$ cat config.mk
export PLATFORM = sky130hd
export DESIGN_NAME = axi_lite_master_sequencer
export DESIGN_NICKNAME = d
export VERILOG_FILES = /design/src/rtl/axi_lite_pkg.sv /design/src/rtl/txn_watchdog.sv /design/src/rtl/axi_lite_master_sequencer.sv
export SDC_FILE = /design/constraint.sdc
export NUM_CORES = 1
export LEC_CHECK = 0
export BUFFER_PORTS_ARGS = -buffer_cell sky130_fd_sc_hd__buf_2
export CAP_MARGIN = 20
export CORE_ASPECT_RATIO = 0.8
export CORE_UTILIZATION = 51
export CTS_BUF_LIST = sky130_fd_sc_hd__clkbuf_2
export CTS_CLUSTER_DIAMETER = 80
export DETAILED_ROUTE_END_ITERATION = 10
export PLACE_DENSITY = 0.95
export SETUP_SLACK_MARGIN = 0.15
export SYNTH_ARGS = -nofsm -noshare
export SYNTH_HDL_FRONTEND = slang
export SYNTH_SLANG_ARGS = --single-unit
$ cat constraint.sdc
create_clock -name clk_i -period 4.65 [get_ports clk_i]
set_clock_uncertainty 0.15 [all_clocks]
set_input_delay 0.2325 -clock clk_i [delete_from_list [all_inputs] [get_ports clk_i]]
set_output_delay 0.2325 -clock clk_i [all_outputs]
set_load 0.02 [all_outputs]
$ cat src/rtl/axi_lite_pkg.sv
// -----------------------------------------------------------------------------
// axi_lite_pkg
// Shared definitions for the AXI-Lite master sequencer:
//   - AXI response codes (OKAY / SLVERR)
//   - default AxPROT value
//   - sequencer FSM state encoding
// No ports (package).
// -----------------------------------------------------------------------------
package axi_lite_pkg;

    localparam logic [1:0] RESP_OKAY    = 2'b00;
    localparam logic [1:0] RESP_SLVERR  = 2'b10;
    localparam logic [2:0] PROT_DEFAULT = 3'b000;

    typedef enum logic [2:0] {
        ST_IDLE    = 3'd0,
        ST_WR_AW_W = 3'd1,
        ST_WR_RESP = 3'd2,
        ST_RD_AR   = 3'd3,
        ST_RD_RESP = 3'd4
    } seq_state_e;

endpackage : axi_lite_pkg

$ cat src/rtl/txn_watchdog.sv
// -----------------------------------------------------------------------------
// txn_watchdog
// Per-transaction cycle counter. Cleared when a command is accepted, counts
// every cycle the sequencer is busy, and flags expiry on the edge that would
// make the count reach TIMEOUT_CYCLES. TIMEOUT_CYCLES = 0 disables it.
// Ports:
//   clk_i      clock, rising edge
//   resetn_i   asynchronous active-low reset
//   clear_i    restart the count (command accepted)
//   run_i      sequencer busy (outside IDLE)
//   expired_o  combinational: the current edge is the timeout edge
// -----------------------------------------------------------------------------
module txn_watchdog #(
    parameter int TIMEOUT_CYCLES = 64
) (
    input  logic clk_i,
    input  logic resetn_i,
    input  logic clear_i,
    input  logic run_i,
    output logic expired_o
);

    localparam int CNT_W = (TIMEOUT_CYCLES > 0) ? $clog2(TIMEOUT_CYCLES + 1) : 1;
    localparam logic [CNT_W-1:0] LIMIT    = CNT_W'(TIMEOUT_CYCLES);
    localparam logic [CNT_W-1:0] LIMIT_M1 = (TIMEOUT_CYCLES > 0) ? CNT_W'(TIMEOUT_CYCLES - 1) : '0;

    logic [CNT_W-1:0] r_count;

    // Busy-cycle counter; saturates at the limit so it can never wrap.
    always_ff @(posedge clk_i or negedge resetn_i) begin
        if (!resetn_i) begin
            r_count <= '0;
        end else if (clear_i) begin
            r_count <= '0;
        end else if (run_i && (r_count != LIMIT)) begin
            r_count <= r_count + CNT_W'(1);
        end else begin
            r_count <= r_count;
        end
    end

    // Expiry is flagged one count early so the abort lands on accept+TIMEOUT.
    assign expired_o = (TIMEOUT_CYCLES != 0) && run_i && (r_count == LIMIT_M1);

endmodule : txn_watchdog

$ cat src/rtl/axi_lite_master_sequencer.sv
// -----------------------------------------------------------------------------
// axi_lite_master_sequencer
// Single-outstanding AXI-Lite master. Takes one read/write command at a time,
// drives the AW/W/B or AR/R channels, and returns a one-cycle response pulse.
// A watchdog aborts hung transactions with a SLVERR/timeout response.
// Ports:
//   clk_i, resetn_i                 clock / async active-low reset
//   cmd_valid_i, cmd_ready_o        command handshake (ready only in IDLE)
//   cmd_we_i, cmd_addr_i,
//   cmd_wdata_i, cmd_wstrb_i        command payload (we=1 -> write)
//   rsp_valid_o, rsp_data_o,
//   rsp_resp_o, rsp_timeout_o       response pulse, no backpressure
//   o_axi_aw*/i_axi_awready         AW channel
//   o_axi_w*/i_axi_wready           W channel
//   i_axi_b*/o_axi_bready           B channel
//   o_axi_ar*/i_axi_arready         AR channel
//   i_axi_r*/o_axi_rready           R channel
// -----------------------------------------------------------------------------
module axi_lite_master_sequencer
    import axi_lite_pkg::*;
#(
    parameter int ADDR_WIDTH      = 32,
    parameter int DATA_WIDTH      = 32,
    parameter int TRANS_W_STRB_W  = 4,
    parameter int TRANS_WR_RESP_W = 2,
    parameter int TRANS_PROT      = 3,
    parameter int TIMEOUT_CYCLES  = 64
) (
    input  logic                       clk_i,
    input  logic                       resetn_i,
    input  logic                       cmd_valid_i,
    output logic                       cmd_ready_o,
    input  logic                       cmd_we_i,
    input  logic [ADDR_WIDTH-1:0]      cmd_addr_i,
    input  logic [DATA_WIDTH-1:0]      cmd_wdata_i,
    input  logic [TRANS_W_STRB_W-1:0]  cmd_wstrb_i,
    output logic                       rsp_valid_o,
    output logic [DATA_WIDTH-1:0]      rsp_data_o,
    output logic [TRANS_WR_RESP_W-1:0] rsp_resp_o,
    output logic                       rsp_timeout_o,
    output logic [ADDR_WIDTH-1:0]      o_axi_awaddr,
    output logic [TRANS_PROT-1:0]      o_axi_awprot,
    output logic                       o_axi_awvalid,
    input  logic                       i_axi_awready,
    output logic [DATA_WIDTH-1:0]      o_axi_wdata,
    output logic [TRANS_W_STRB_W-1:0]  o_axi_wstrb,
    output logic                       o_axi_wvalid,
    input  logic                       i_axi_wready,
    input  logic [TRANS_WR_RESP_W-1:0] i_axi_bresp,
    input  logic                       i_axi_bvalid,
    output logic                       o_axi_bready,
    output logic [ADDR_WIDTH-1:0]      o_axi_araddr,
    output logic [TRANS_PROT-1:0]      o_axi_arprot,
    output logic                       o_axi_arvalid,
    input  logic                       i_axi_arready,
    input  logic [DATA_WIDTH-1:0]      i_axi_rdata,
    input  logic [TRANS_WR_RESP_W-1:0] i_axi_rresp,
    input  logic                       i_axi_rvalid,
    output logic                       o_axi_rready
);

    seq_state_e                 r_state, w_state_nxt;
    logic                       r_awvalid, w_awvalid_nxt;
    logic                       r_wvalid, w_wvalid_nxt;
    logic                       r_aw_done, w_aw_done_nxt;
    logic                       r_w_done, w_w_done_nxt;
    logic                       r_bready, w_bready_nxt;
    logic                       r_arvalid, w_arvalid_nxt;
    logic                       r_rready, w_rready_nxt;
    logic [ADDR_WIDTH-1:0]      r_addr, w_addr_nxt;
    logic [DATA_WIDTH-1:0]      r_wdata, w_wdata_nxt;
    logic [TRANS_W_STRB_W-1:0]  r_wstrb, w_wstrb_nxt;
    logic                       r_rsp_valid, w_rsp_valid_nxt;
    logic [DATA_WIDTH-1:0]      r_rsp_data, w_rsp_data_nxt;
    logic [TRANS_WR_RESP_W-1:0] r_rsp_resp, w_rsp_resp_nxt;
    logic                       r_rsp_timeout, w_rsp_timeout_nxt;

    logic w_accept, w_expired, w_abort;
    logic w_aw_hs, w_w_hs, w_b_hs, w_ar_hs, w_r_hs;

    assign cmd_ready_o = (r_state == ST_IDLE);
    assign w_accept    = cmd_valid_i && cmd_ready_o;
    assign w_aw_hs     = r_awvalid && i_axi_awready;
    assign w_w_hs      = r_wvalid && i_axi_wready;
    assign w_b_hs      = r_bready && i_axi_bvalid;
    assign w_ar_hs     = r_arvalid && i_axi_arready;
    assign w_r_hs      = r_rready && i_axi_rvalid;

    txn_watchdog #(
        .TIMEOUT_CYCLES (TIMEOUT_CYCLES)
    ) u_watchdog (
        .clk_i     (clk_i),
        .resetn_i  (resetn_i),
        .clear_i   (w_accept),
        .run_i     (r_state != ST_IDLE),
        .expired_o (w_expired)
    );

    // Next-state and next-output logic; registered values hold unless changed.
    always_comb begin
        w_state_nxt       = r_state;
        w_awvalid_nxt     = r_awvalid;
        w_wvalid_nxt      = r_wvalid;
        w_aw_done_nxt     = r_aw_done;
        w_w_done_nxt      = r_w_done;
        w_bready_nxt      = r_bready;
        w_arvalid_nxt     = r_arvalid;
        w_rready_nxt      = r_rready;
        w_addr_nxt        = r_addr;
        w_wdata_nxt       = r_wdata;
        w_wstrb_nxt       = r_wstrb;
        w_rsp_valid_nxt   = 1'b0;
        w_rsp_data_nxt    = r_rsp_data;
        w_rsp_resp_nxt    = r_rsp_resp;
        w_rsp_timeout_nxt = r_rsp_timeout;
        w_abort           = 1'b0;

        case (r_state)
            ST_IDLE: begin
                if (w_accept) begin
                    // Payload is frozen here: the slave samples it late.
                    w_addr_nxt    = cmd_addr_i;
                    w_wdata_nxt   = cmd_wdata_i;
                    w_wstrb_nxt   = cmd_wstrb_i;
                    w_aw_done_nxt = 1'b0;
                    w_w_done_nxt  = 1'b0;
                    if (cmd_we_i) begin
                        w_state_nxt   = ST_WR_AW_W;
                        w_awvalid_nxt = 1'b1;
                        w_wvalid_nxt  = 1'b1;
                    end else begin
                        w_state_nxt   = ST_RD_AR;
                        w_arvalid_nxt = 1'b1;
                    end
                end else begin
                    w_state_nxt = ST_IDLE;
                end
            end
            ST_WR_AW_W: begin
                // Only the final B/R handshake beats the watchdog.
                if (w_expired) begin
                    w_abort = 1'b1;
                end else begin
                    if (w_aw_hs) begin
                        w_awvalid_nxt = 1'b0;
                        w_aw_done_nxt = 1'b1;
                    end else begin
                        w_awvalid_nxt = r_awvalid;
                    end
                    if (w_w_hs) begin
                        w_wvalid_nxt = 1'b0;
                        w_w_done_nxt = 1'b1;
                    end else begin
                        w_wvalid_nxt = r_wvalid;
                    end
                    if ((r_aw_done || w_aw_hs) && (r_w_done || w_w_hs)) begin
                        w_state_nxt  = ST_WR_RESP;
                        w_bready_nxt = 1'b1;
                    end else begin
                        w_state_nxt = ST_WR_AW_W;
                    end
                end
            end
            ST_WR_RESP: begin
                if (w_b_hs) begin
                    w_state_nxt       = ST_IDLE;
                    w_bready_nxt      = 1'b0;
                    w_rsp_valid_nxt   = 1'b1;
                    w_rsp_data_nxt    = '0;
                    w_rsp_resp_nxt    = i_axi_bresp;
                    w_rsp_timeout_nxt = 1'b0;
                end else if (w_expired) begin
                    w_abort = 1'b1;
                end else begin
                    w_state_nxt = ST_WR_RESP;
                end
            end
            ST_RD_AR: begin
                if (w_expired) begin
                    w_abort = 1'b1;
                end else if (w_ar_hs) begin
                    w_state_nxt   = ST_RD_RESP;
                    w_arvalid_nxt = 1'b0;
                    w_rready_nxt  = 1'b1;
                end else begin
                    w_state_nxt = ST_RD_AR;
                end
            end
            ST_RD_RESP: begin
                if (w_r_hs) begin
                    w_state_nxt       = ST_IDLE;
                    w_rready_nxt      = 1'b0;
                    w_rsp_valid_nxt   = 1'b1;
                    w_rsp_data_nxt    = i_axi_rdata;
                    w_rsp_resp_nxt    = i_axi_rresp;
                    w_rsp_timeout_nxt = 1'b0;
                end else if (w_expired) begin
                    w_abort = 1'b1;
                end else begin
                    w_state_nxt = ST_RD_RESP;
                end
            end
            default: begin
                w_state_nxt   = ST_IDLE;
                w_awvalid_nxt = 1'b0;
                w_wvalid_nxt  = 1'b0;
                w_bready_nxt  = 1'b0;
                w_arvalid_nxt = 1'b0;
                w_rready_nxt  = 1'b0;
            end
        endcase

        // Watchdog abort: release the bus and report a timed-out SLVERR.
        if (w_abort) begin
            w_state_nxt       = ST_IDLE;
            w_awvalid_nxt     = 1'b0;
            w_wvalid_nxt      = 1'b0;
            w_bready_nxt      = 1'b0;
            w_arvalid_nxt     = 1'b0;
            w_rready_nxt      = 1'b0;
            w_rsp_valid_nxt   = 1'b1;
            w_rsp_data_nxt    = '0;
            w_rsp_resp_nxt    = TRANS_WR_RESP_W'(RESP_SLVERR);
            w_rsp_timeout_nxt = 1'b1;
        end else begin
            w_state_nxt = w_state_nxt;
        end
    end

    // State and output registers.
    always_ff @(posedge clk_i or negedge resetn_i) begin
        if (!resetn_i) begin
            r_state       <= ST_IDLE;
            r_awvalid     <= 1'b0;
            r_wvalid      <= 1'b0;
            r_aw_done     <= 1'b0;
            r_w_done      <= 1'b0;
            r_bready      <= 1'b0;
            r_arvalid     <= 1'b0;
            r_rready      <= 1'b0;
            r_addr        <= '0;
            r_wdata       <= '0;
            r_wstrb       <= '0;
            r_rsp_valid   <= 1'b0;
            r_rsp_data    <= '0;
            r_rsp_resp    <= '0;
            r_rsp_timeout <= 1'b0;
        end else begin
            r_state       <= w_state_nxt;
            r_awvalid     <= w_awvalid_nxt;
            r_wvalid      <= w_wvalid_nxt;
            r_aw_done     <= w_aw_done_nxt;
            r_w_done      <= w_w_done_nxt;
            r_bready      <= w_bready_nxt;
            r_arvalid     <= w_arvalid_nxt;
            r_rready      <= w_rready_nxt;
            r_addr        <= w_addr_nxt;
            r_wdata       <= w_wdata_nxt;
            r_wstrb       <= w_wstrb_nxt;
            r_rsp_valid   <= w_rsp_valid_nxt;
            r_rsp_data    <= w_rsp_data_nxt;
            r_rsp_resp    <= w_rsp_resp_nxt;
            r_rsp_timeout <= w_rsp_timeout_nxt;
        end
    end

    assign o_axi_awaddr  = r_addr;
    assign o_axi_awprot  = TRANS_PROT'(PROT_DEFAULT);
    assign o_axi_awvalid = r_awvalid;
    assign o_axi_wdata   = r_wdata;
    assign o_axi_wstrb   = r_wstrb;
    assign o_axi_wvalid  = r_wvalid;
    assign o_axi_bready  = r_bready;
    assign o_axi_araddr  = r_addr;
    assign o_axi_arprot  = TRANS_PROT'(PROT_DEFAULT);
    assign o_axi_arvalid = r_arvalid;
    assign o_axi_rready  = r_rready;
    assign rsp_valid_o   = r_rsp_valid;
    assign rsp_data_o    = r_rsp_data;
    assign rsp_resp_o    = r_rsp_resp;
    assign rsp_timeout_o = r_rsp_timeout;

endmodule : axi_lite_master_sequencer

==> results of run 1 <==
## Yosys cell counts (3+ instances only)
cell,n
nor2_1,11
a22o_1,32
o21ai_0,8
clkbuf_1,10
buf_4,38
xor2_1,3
a21oi_1,9
nand3_1,4
nand2_1,220
buf_6,4
buf_2,11
nor3_1,3
dfrtp_1,121
or2_2,4
inv_1,3
## flip-flops by register name (all words and copies together) (netlist names), 2 cells and up
| name | cells |
|---|---|
| o_axi_wstrb | 4 |
| r_state | 3 |
| u_watchdog.r_count | 7 |
| o_axi_wdata | 32 |
| o_axi_araddr | 32 |
| rsp_data_o | 32 |
| rsp_resp_o | 2 |
## power by group
group | internal, mW | total, mW | switching [mW]
Clock | 0.358 | 0.766 | 0.408
Combinational | 0.672 | 1.99 | 1.32
Sequential | 1.42 | 1.71 | 0.296
Total | 2.45 | 4.47 | 2.02
## critical path, stage by stage (launching register included)
cell	delay (ps)
dfrtp_1	580
nor2_1	250
and2_2	810
a21oi_1	200
a22oi_1	220
dlygate4sd3_1	570
## cells in the final DEF, fill, tap and decap left out, drive strengths merged, types with 4 or more instances in the layout
cell type | Yosys | final
a21oi | 11 | 11
a22o | 32 | 32
buf | 53 | 260
bufinv | 0 | 4
clkbuf | 10 | 20
clkinv | 0 | 4
conb | 1 | 6
dfrtp | 121 | 121
dlygate4sd3 | 0 | 114
inv | 5 | 6
nand2 | 220 | 220
nand3 | 5 | 5
nor2 | 12 | 12
nor3 | 4 | 4
o21ai | 8 | 8
or2 | 4 | 4
## kinds of logic (layout without fill, tap and decap cells)
kind of cell / Yosys count / count (layout) / synth area share, %
compound gates: 67 / 67 / 10.2
xor+xnor: 3 / 3 / 0.511
fa+ha+maj: 2 / 2 / 0.487
buf+inv: 68 / 411 / 8.59
flops: 121 / 121 / 58.9
mux: 3 / 3 / 0.779
other cells: 1 / 6 / 0.0729
simple gates: 259 / 259 / 20.5
## final cells by class
class | instances | area share (%)
Multi-Input combinational cell | 340 | 22.1
Sequential cell | 121 | 39.5
Tap cell | 136 | 2.22
Clock inverter | 12 | 2.27
Inverter | 5 | 0.245
Clock buffer | 20 | 1.31
Timing Repair Buffer | 374 | 32.3
## layer usage
| metal | up-vias | part of all wire [%] | track usage, % |
|---|---|---|---|
| met5 | - | 0 | 0 |
| met3 | 101 | 7.3 | 7.34 |
| met1 | 2487 | 35 | 36.7 |
| met2 | 379 | 52 | 60.2 |
| met4 | 0 | 5.7 | 20.7 |
| li1 | 2334 | - | - |
## per-stage QoR
stage               power, mW  util, %  hold slack (ps)
floorplan                3.00        -             -213
global placement         3.45     64.0              271
detailed placement       3.52     64.0              274
CTS                      4.34     78.4              110
global route             4.69     78.8              101
finish                   4.47     78.8              151
## path summary, 6_finish.rpt
path                                                      to
worst max-delay path                o_axi_wvalid$_DFFE_PN0P_
worst min-delay path             o_axi_wdata[15]$_DFFE_PN0P_
worst max register to register      o_axi_wvalid$_DFFE_PN0P_
worst min register to register   o_axi_wdata[24]$_DFFE_PN0P_
max in group asynchronous       o_axi_araddr[23]$_DFFE_PN0P_
min in group asynchronous          rsp_data_o[1]$_DFFE_PN0P_
## what timing repair did
| item | 4_1_cts | 5_1_grt |
|---|---|---|
| setup buffers | 0 | 0 |
| endpoints found under the hold margin | 201 | 16 |
| hold buffers | 113 | 1 |
| gates resized for setup | 0 | 0 |
==> reports/qor.yml, run 1 <==
routing:
  routed_via_density: 5.26
  dr.pass1.iters: 10
  drt-wirelength-per-cell_um: 17.4
  finalWirelength_um: 17500
  first_iter_violations: 510
  route.detailed.drc: 0
  vias: 5301
  postRouteAntennaNets: 0
setup_path:
  critPathRequiredTime_ps: 5110
  start_kind: "flip-flop"
  critPathCaptureType: "flip-flop"
  reg2regPathDepth: 5
  crit_start: "r_state[1]$_DFFE_PN0P_"
  cp_max_fo: 48
  crit_arrival_ps: 3280
  regToRegStartpoint: "r_state[1]$_DFFE_PN0P_"
  r2r_slack_ps: 1830
  critical_path_class: "flip-flop to flip-flop"
timing:
  slew_headroom_pct: 37.8
  clock.fmax_mhz: 355
  tns_ps: 0
  slew_violations: 0
  worst_slack_ps: 1830
  setup-violations-final: 0
  min_period_ps: 2820
  post-route-period-util_pct: 60.6
  hold_viol: 0
  rsz0062_at_grt: "false"
  worst_slew_pin_slew_ps: 934
pwr:
  p_leak_nw: 4.33
  vdd_drop_max_mv: 0.431
  p_per_area_nw_per_um2: 583
placement:
  numPortBuffers: 254
  pre_cts_slack_ps: 2280
  gp_congestion: 0.834
  placed_cells: 861
  post-dp-hpwl_um: 8890
  placed_cell_area_um2: 6220
floorplanning:
  pin_count: 261
  rows: 32
  coreArea_um2: 9730
  dieWidth_um: 114
  fp.dieArea_um2: 10500
  initial_core_util_pct: 52.8
  fp.dieH_um: 91.8
clocking:
  max-clock-path-buffers: 2
  clock_latency_ps: 640
  clockRootBuffer: "clkbuf_2"
  tritoncts: "built"
  cts_buffers: 17
  clock-sinks: 121
  path_clk_slew_ps: 210
  htree_levels: 4
synthesis:
  synth-edff-count: 0
  syn_inst: 524
  synth-seq-area-share_pct: 58.9
  synth_ff_type: "dfrtp_1"
  ys_types: 46
  yosys_register_bits: 121
  synthTopCellsByArea: "dfrtp_1 (59%), nand2_1 (16%), buf_4 (5.5%), a22o_1 (5.5%), buf_2 (1.1%)"
  synth_warnings: 0
  synth_top_area_share_pct: 58.9
  syn_area_per_cell_um2: 9.81
  async_flop_share_pct: 100
  synth_top_area_cell: "dfrtp_1"
  synth_area_um2: 5140
global_route:
  grt-ovfl-total: 0
  gr-usage-all-layers_pct: 33.8
  grt_pass1_vias: 5280
  grt_max_degree: 90
  grt_pass1_wl_um: 26800
  antenna_found_initial: 0
run_status:
  outcome: "completed"
min_path:
  hp-start: "cmd_wdata_i[15]"
  hp-class: "input pin to flip-flop"
  hold_depth: 4
finish:
  fillCellCount: 587
  drive_gt1_share_pct: 35.4
  instances_no_fill: 1008
  seqCellArea_um2: 3030
  diodes: 0
  multi_input_area_um2: 1700
  finalNetCount: 974
  design_area_um2: 7670
  area_growth_syn_to_layout_pct: 49.1
flow_run:
  max-cap-violations: 0
(Power assumes the default switching activity.)
==> inputs of run 2 (changes only) <==
- CORE_UTILIZATION: 51 -> 43
- PLACE_DENSITY: 0.95 -> 0.91
- clock period: 4.65 -> 2.57 ns (I/O delays scaled with it)
==> reports/qor.yml, run 2 (same netlist as run 1, synthesis figures left out) <==
placement:
  numPortBuffers: 254  # unchanged
  gp_congestion: 0.888  # was 0.834
  post-dp-hpwl_um: 9060  # was 8890 um
  placed_cell_area_um2: 6370  # was 6220 um^2
finish:
  final_common_cell: "buf_2"  # unchanged
  design_area_um2: 8370  # was 7670 um^2
  diodes: 0  # unchanged
  final_cell_mix: "buf_2 (252), nand2_1 (219), dlygate4sd3_1 (169), dfrtp_1 (120), a22o_1 (32)"  # was buf_2 (253), nand2_1 (219), dfrtp_1 (121), dlygate4sd3_1 (114), a22o_1 (32)
  area_growth_syn_to_layout_pct: 62.7  # was 49.1%
  finalNetCount: 1042  # was 974
  drive_gt1_share_pct: 34.4  # was 35.4%
timing:
  slew_violations: 0  # unchanged
  setup-violations-final: 0  # unchanged
  tns_ps: 0  # unchanged
  worst_slew_pin_slew_ps: 711  # was 934 ps
  clock.fmax_mhz: 428  # was 355 MHz
  whs_ps: 55.0  # was 151 ps
  rsz0062_at_grt: "false"  # unchanged
  min_period_ps: 2330  # was 2820 ps
  hold_viol: 0  # unchanged
  post-route-period-util_pct: 90.9  # was 60.6%
  slew_headroom_pct: 52.5  # was 37.8%
clocking:
  path_clk_slew_ps: 210  # about the same
  cts_buffers: 17  # unchanged
  clockRootBuffer: "clkbuf_2"  # unchanged
  tritoncts: "built"  # unchanged
  max-clock-path-buffers: 2  # unchanged
  clock_latency_ps: 660  # was 640 ps
  htree_levels: 4  # unchanged
  clock-sinks: 121  # unchanged
routing:
  routed_via_density: 5.15  # was 5.26
  dr.pass1.iters: 5  # was 10
  postRouteAntennaNets: 0  # unchanged
  vias: 5602  # was 5301
  route.detailed.drc: 0  # unchanged
  finalWirelength_um: 18500  # was 17500 um
  first_iter_violations: 355  # was 510
  drt-wirelength-per-cell_um: 17.0  # was 17.4 um
pwr:
  vdd_drop_max_mv: 0.604  # was 0.431 mV
  switching_share_pct: 45.1  # was 45.3%
  internal_power_mw: 4.48  # was 2.45 mW
  clkPwrFrac_pct: 16.3  # was 17.2%
  pwr-share-seq_pct: 37.2  # was 38.3%
  p_leak_nw: 4.62  # was 4.33 nW
  p_per_area_nw_per_um2: 976  # was 583 nW/um^2
  p_switching_mw: 3.68  # was 2.02 mW
  comb_power_share_pct: 46.5  # was 44.6%
global_route:
  grt_pass1_vias: 5696  # was 5280
  grt-ovfl-total: 0  # unchanged
  grt_max_degree: 53  # was 90
  grt_pass1_wl_um: 28600  # was 26800 um
  gr-usage-all-layers_pct: 29.7  # was 33.8%
  antenna_found_initial: 0  # unchanged
floorplanning:
  coreArea_um2: 11600  # was 9730 um^2
  pin_count: 261  # unchanged
  fp.dieArea_um2: 12400  # was 10500 um^2
  rows: 35  # was 32
  initial_core_util_pct: 44.5  # was 52.8%
  dieWidth_um: 124  # was 114 um
  fp.dieH_um: 99.8  # was 91.8 um
min_path:
  hp-class: "input pin to flip-flop"  # unchanged
run_status:
  outcome: "completed"  # unchanged
setup_path:
  crit_arrival_ps: 2740  # was 3280 ps
  critical_path_class: "flip-flop to flip-flop"  # unchanged
  cp_max_fo: 17  # was 48
  critPathCaptureType: "flip-flop"  # unchanged
  start_kind: "flip-flop"  # unchanged
  critPathRequiredTime_ps: 2970  # was 5110 ps
flow_run:
  max-cap-violations: 0  # unchanged
[run 2: cell types whose count changed in the layout (fill, tap and decap cells not counted), moves of 2 or more]
cell           change
clkinv_4           +2
buf_4              +9
clkbuf_2           -2
dlygate4sd3_1     +55
buf_12             +3
inv_6              +2
[run 2: repair_timing]
| action | 4_1_cts | 5_1_grt |
|---|---|---|
| hold buffers | 169 | 1 |
| endpoints found under the hold margin | 236 | 1 |
| gates resized for setup | 0 | 2 |
| endpoints found under the setup margin | 2 | 1 |
| setup buffers | 1 | 1 |
| pin swaps | 1 | 0 |
[run 2: per-stage QoR]
stage,utilization [%],power (mW),cells,worst slack (ps)
global placement,54.9,6.37,883,-114
global route,72.4,8.59,1088,157
finish,72.4,8.16,1088,235
CTS,72.2,7.99,1086,200
detailed placement,55.1,6.47,884,46.1
floorplan,-,5.44,529,555
[run 2: final timing paths]
check	slack, ps	depth (start not counted)	start	to
worst max-delay path	240	9	u_watchdog.r_count[1]$_DFFE_PN0P_	rsp_resp_o[1]$_DFFE_PN0P_
worst min-delay path	60	3	i_axi_rdata[3]	rsp_data_o[3]$_DFFE_PN0P_
worst max register to register	240	9	u_watchdog.r_count[1]$_DFFE_PN0P_	rsp_resp_o[1]$_DFFE_PN0P_
worst min register to register	350	2	o_axi_wdata[8]$_DFFE_PN0P_	o_axi_wdata[8]$_DFFE_PN0P_
max in group asynchronous	1510	4	resetn_i	o_axi_wdata[7]$_DFFE_PN0P_
min in group asynchronous	500	4	resetn_i	o_axi_wdata[25]$_DFFE_PN0P_
[run 2: routing by layer]
layer,vias to the layer above,part of all wire [%],GRT usage (%)
li1,2469,-,-
met1,2634,36,31.8
met2,392,50,53.3
met3,107,8.8,9.06
met4,0,5.1,16.2
met5,-,0,0
[run 2: final cells by class]
| cell class | count | area, um^2 |
|---|---|---|
| fill | 707 | 3190 |
| timing repair buffer | 442 | 3180 |
| sequential | 121 | 3030 |
| multi-input combinational | 340 | 1700 |
| tap | 148 | 185 |
| clock inverter | 14 | 171 |
| clock buffer | 18 | 90.1 |
| inverter | 5 | 18.8 |
[run 2: worst max-delay path: stages, from the launching register on]
cell and delay, ps:
dfrtp_1 390, ha_1 190, nand3_2 120, buf_4 180, or3_4 420, a21oi_2 180
nor3_4 70, buf_8 160, inv_2 90, mux2_4 300
[run 2: power by group through the flow]
stage / registers [mW] / logic, mW / clock network, mW
finish: 3.03 / 3.80 / 1.33
detailed placement: 3.01 / 3.45 / 0
global placement: 3.00 / 3.37 / 0
floorplan: 3.74 / 1.70 / 0
global route: 3.10 / 4.05 / 1.43
CTS: 2.99 / 3.65 / 1.35
==> inputs of run 3 (changes only) <==
- CORE_UTILIZATION: 43 -> 25
- PLACE_DENSITY: 0.91 -> 0.63
==> reports/qor.yml, run 3 <==
run_status:
  outcome: "did not finish"  # was completed
  failed_stage: "4_1_cts"
  toolErrorMsg: "[ERROR RSZ-0060] Max buffer count reached."
synthesis:
  synthTopCellsByArea: "dfrtp_1 (59%), nand2_1 (16%), buf_4 (5.5%), a22o_1 (5.5%), buf_2 (1.1%)"  # unchanged
  synth-seq-area-share_pct: 58.9  # unchanged
  synth-adder-area-share_pct: 0.487  # unchanged
  syn_inst: 524  # unchanged
  synth-xor-area-share_pct: 0.511  # unchanged
  ys_top_cells_by_count: "nand2_1 (220), dfrtp_1 (121), buf_4 (38)"  # unchanged
  synthSimpleGateAreaFrac_pct: 20.5  # unchanged
  synth_most_common_cell: "nand2_1"  # unchanged
  synthMuxAreaShare_pct: 0.779  # unchanged
  synth_ff_type: "dfrtp_1"  # unchanged
  syn_area_per_cell_um2: 9.81  # unchanged
  synth-compound-area-share_pct: 10.2  # unchanged
  ys_types: 46  # unchanged
  synth_top_area_share_pct: 58.9  # unchanged
  synth_warnings: 0  # unchanged
  synth-edff-count: 0  # unchanged
  synth_area_um2: 5140  # unchanged
  async_flop_share_pct: 100  # unchanged
  synth_top_family_by_area: "simple AND/OR/NAND/NOR gates"  # unchanged
  synth_top_area_cell: "dfrtp_1"  # unchanged
  yosys_register_bits: 121  # unchanged
clocking:
  holdBufCountCts: 206  # was 169
  cts_repair_resize_count: 0  # unchanged
  post_cts_buffers: 0  # was 1
  cts_buffers: 17  # unchanged
  htree_levels: 4  # unchanged
  max-clock-path-buffers: 2  # unchanged
  clock-sinks: 121  # unchanged
  clockRootBuffer: "clkbuf_2"  # unchanged
placement:
  post-dp-hpwl_um: 9160  # was 9060 um
  pre_cts_slack_ps: 222  # was 46.1 ps
  numPortBuffers: 254  # unchanged
  gp_congestion: 0.788  # was 0.888
floorplanning:
  rows: 46  # was 35
  pin_count: 261  # unchanged
  fp.dieH_um: 130  # was 99.8 um
  dieWidth_um: 162  # was 124 um
  initial_core_util_pct: 25.7  # was 44.5%
## run 3: cell counts after synthesis
No cell type changed its count.
## run 3: cell families after synthesis
kind of cell | Yosys count
other | 1
and+or+nand+nor | 259
DFF | 121
xor gates and xnor gates | 3
buffers and inverters | 68
adders and majority gates | 2
muxes | 3
AOI/OAI and AO/OA | 67
## run 3: through the flow
stage,instances,instance area [um^2],hold WS [ps],util (%)
2_1_floorplan,529,5160,-317,-
3_3_place_gp,993,6450,49.8,32.3
3_5_place_dp,993,6450,53.0,32.3
==> inputs of run 4 (changes only) <==
- CORE_ASPECT_RATIO: 0.8 -> not set
- CORE_UTILIZATION: 25 -> 20
- CTS_BUF_LIST: sky130_fd_sc_hd__clkbuf_2 -> not set
- CTS_CLUSTER_DIAMETER: 80 -> not set
- PLACE_DENSITY: 0.63 -> not set
- PLACE_DENSITY_LB_ADDON: not set -> 0.15
- SETUP_SLACK_MARGIN: 0.15 -> not set
- clock period: 2.57 -> 3.35 ns (I/O delays scaled with it)
==> reports/qor.yml, run 4 (same netlist as run 1, synthesis figures left out) <==
setup_path:
  crit_arrival_ps: 2500
  crit_chain: "ha_1, nand3_2, or3_4, a21oi_2, nor3_4, buf_4, inv_2, mux2_4"
  cpMaxStageDelayCell: "or3_4"
  critical_path_class: "flip-flop to flip-flop"
  critPathCaptureType: "flip-flop"
  cp_max_fo: 34
  max_stage_delay_ps: 440
  crit_start: "u_watchdog.r_count[0]$_DFFE_PN0P_"
  critPathRequiredTime_ps: 3500
  start_kind: "flip-flop"
  regToRegStartpoint: "u_watchdog.r_count[0]$_DFFE_PN0P_"
timing:
  setup-violations-final: 0
  post-route-period-util_pct: 70.2
  hold_viol: 0
  slew_violations: 0
  tns_ps: 0
  clock.fmax_mhz: 425
  worst_slew_pin_slew_ps: 700
  slew_headroom_pct: 53.3
  min_period_ps: 2350
  rsz0062_at_grt: "false"
flow_run:
  max-cap-violations: 0
finish:
  drive_gt1_share_pct: 35.8
  final_common_cell: "buf_2"
  finalNetCount: 969
  diodes: 0
  area_growth_syn_to_layout_pct: 58.6
  final_cell_mix: "buf_2 (253), nand2_1 (219), dfrtp_1 (121), dlygate4sd3_1 (108), a22o_1 (32)"
  fillCellCount: 2650
routing:
  dr.pass1.iters: 4
  routed_via_density: 3.92
  first_iter_violations: 200
  postRouteAntennaNets: 0
  drt-wirelength-per-cell_um: 12.9
  route.detailed.drc: 0
  finalWirelength_um: 15500
  vias: 4687
placement:
  post-dp-hpwl_um: 9940  # was 9160 um
  numPortBuffers: 254  # unchanged
  gp_congestion: 0.694  # was 0.788
clocking:
  clock-sinks: 121  # unchanged
  clock_latency_ps: 420
  path_clk_slew_ps: 60
  post_cts_buffers: 0  # unchanged
  tritoncts: "built"
  htree_levels: 4  # unchanged
  cts_buffers: 17  # unchanged
  cts_repair_resize_count: 0  # unchanged
  max-clock-path-buffers: 2  # unchanged
  clockRootBuffer: "clkbuf_16"  # was clkbuf_2
min_path:
  hp-start: "i_axi_bvalid"
  hp-class: "input pin to flip-flop"
global_route:
  antenna_found_initial: 0
  grt_pass1_vias: 4811
  grt_pass1_wl_um: 24500
  grt_max_degree: 56
  grt-ovfl-total: 0
  gr-usage-all-layers_pct: 12.0
floorplanning:
  fp.dieArea_um2: 26400
  initial_core_util_pct: 20.4  # was 25.7%
  dieWidth_um: 162  # unchanged
  coreArea_um2: 25200
  fp.dieH_um: 162  # was 130 um
  rows: 58  # was 46
  pin_count: 261  # unchanged
pwr:
  vdd_drop_max_mv: 0.397
  p_leak_nw: 4.42
  power_mw: 6.72
  p_per_area_nw_per_um2: 824
run_status:
  outcome: "completed"  # was did not finish
run 4: area by class of cell:
class	count	area [um^2]	share of cell area [%]
Sequential cell	121	3030	37.1
Timing Repair Buffer	369	2430	29.8
Multi-Input combinational cell	340	1700	20.8
Clock buffer	19	443	5.43
Tap cell	330	413	5.07
Clock inverter	13	120	1.47
Inverter	5	18.8	0.230
run 4: metrics by stage:
step / setup WS, ps / utilization, % / instance area, um^2 / instances / hold WS (ps)
2_1_floorplan: 1330 / - / 5160 / 529 / -278
3_3_place_gp: 993 / 25.8 / 6510 / 1057 / 127
3_5_place_dp: 988 / 25.8 / 6510 / 1057 / 121
4_1_cts: 966 / 32.4 / 8150 / 1197 / 40.0
5_1_grt: 862 / 32.4 / 8150 / 1197 / 71.6
6_report: 997 / 32.4 / 8150 / 1197 / 62.8
run 4: metal layers:
| metal | GRT usage [%] | wire, um | part of all wire, % | vias to the layer above |
|---|---|---|---|---|
| met5 | 0 | 0 | 0 | - |
| met1 | 14.5 | 6800 | 44 | 2192 |
| met4 | 5.02 | 268 | 1.7 | 0 |
| li1 | - | - | - | 2332 |
| met3 | 2.93 | 763 | 4.9 | 16 |
| met2 | 20.1 | 7630 | 49 | 147 |
run 4: what timing repair did:
action                                  CTS  global route
hold endpoints to repair                158             0
hold buffers                            108             0
endpoints found under the setup margin    0             0
run 4: where the power goes:
group          leakage (nW)  switching [mW]  internal, mW
clock                 0.270           0.724          1.05
sequential             1.57           0.356          1.97
combinational          2.58            1.69         0.930
run 4: path summary, 6_finish.rpt:
kind                                               endpoint  slack, ps  cells after the start
worst max-delay path              rsp_resp_o[1]$_DFFE_PN0P_       1000                      8
worst min-delay path               o_axi_bready$_DFFE_PN0P_         60                      4
worst max register to register    rsp_resp_o[1]$_DFFE_PN0P_       1000                      8
worst min register to register  o_axi_wdata[22]$_DFFE_PN0P_        310                      2
max in group asynchronous          o_axi_bready$_DFFE_PN0P_       2050                      3
min in group asynchronous        rsp_data_o[25]$_DFFE_PN0P_        200                      2
run 4: critical path, delay by kind of cell, from the launching register on:
kind            cells  cell delay [ps]
simple gates        3              610
compound gates      1              170
buf+inv             2              380
mux                 1              300
flops               1              410
fa+ha+maj           1              200
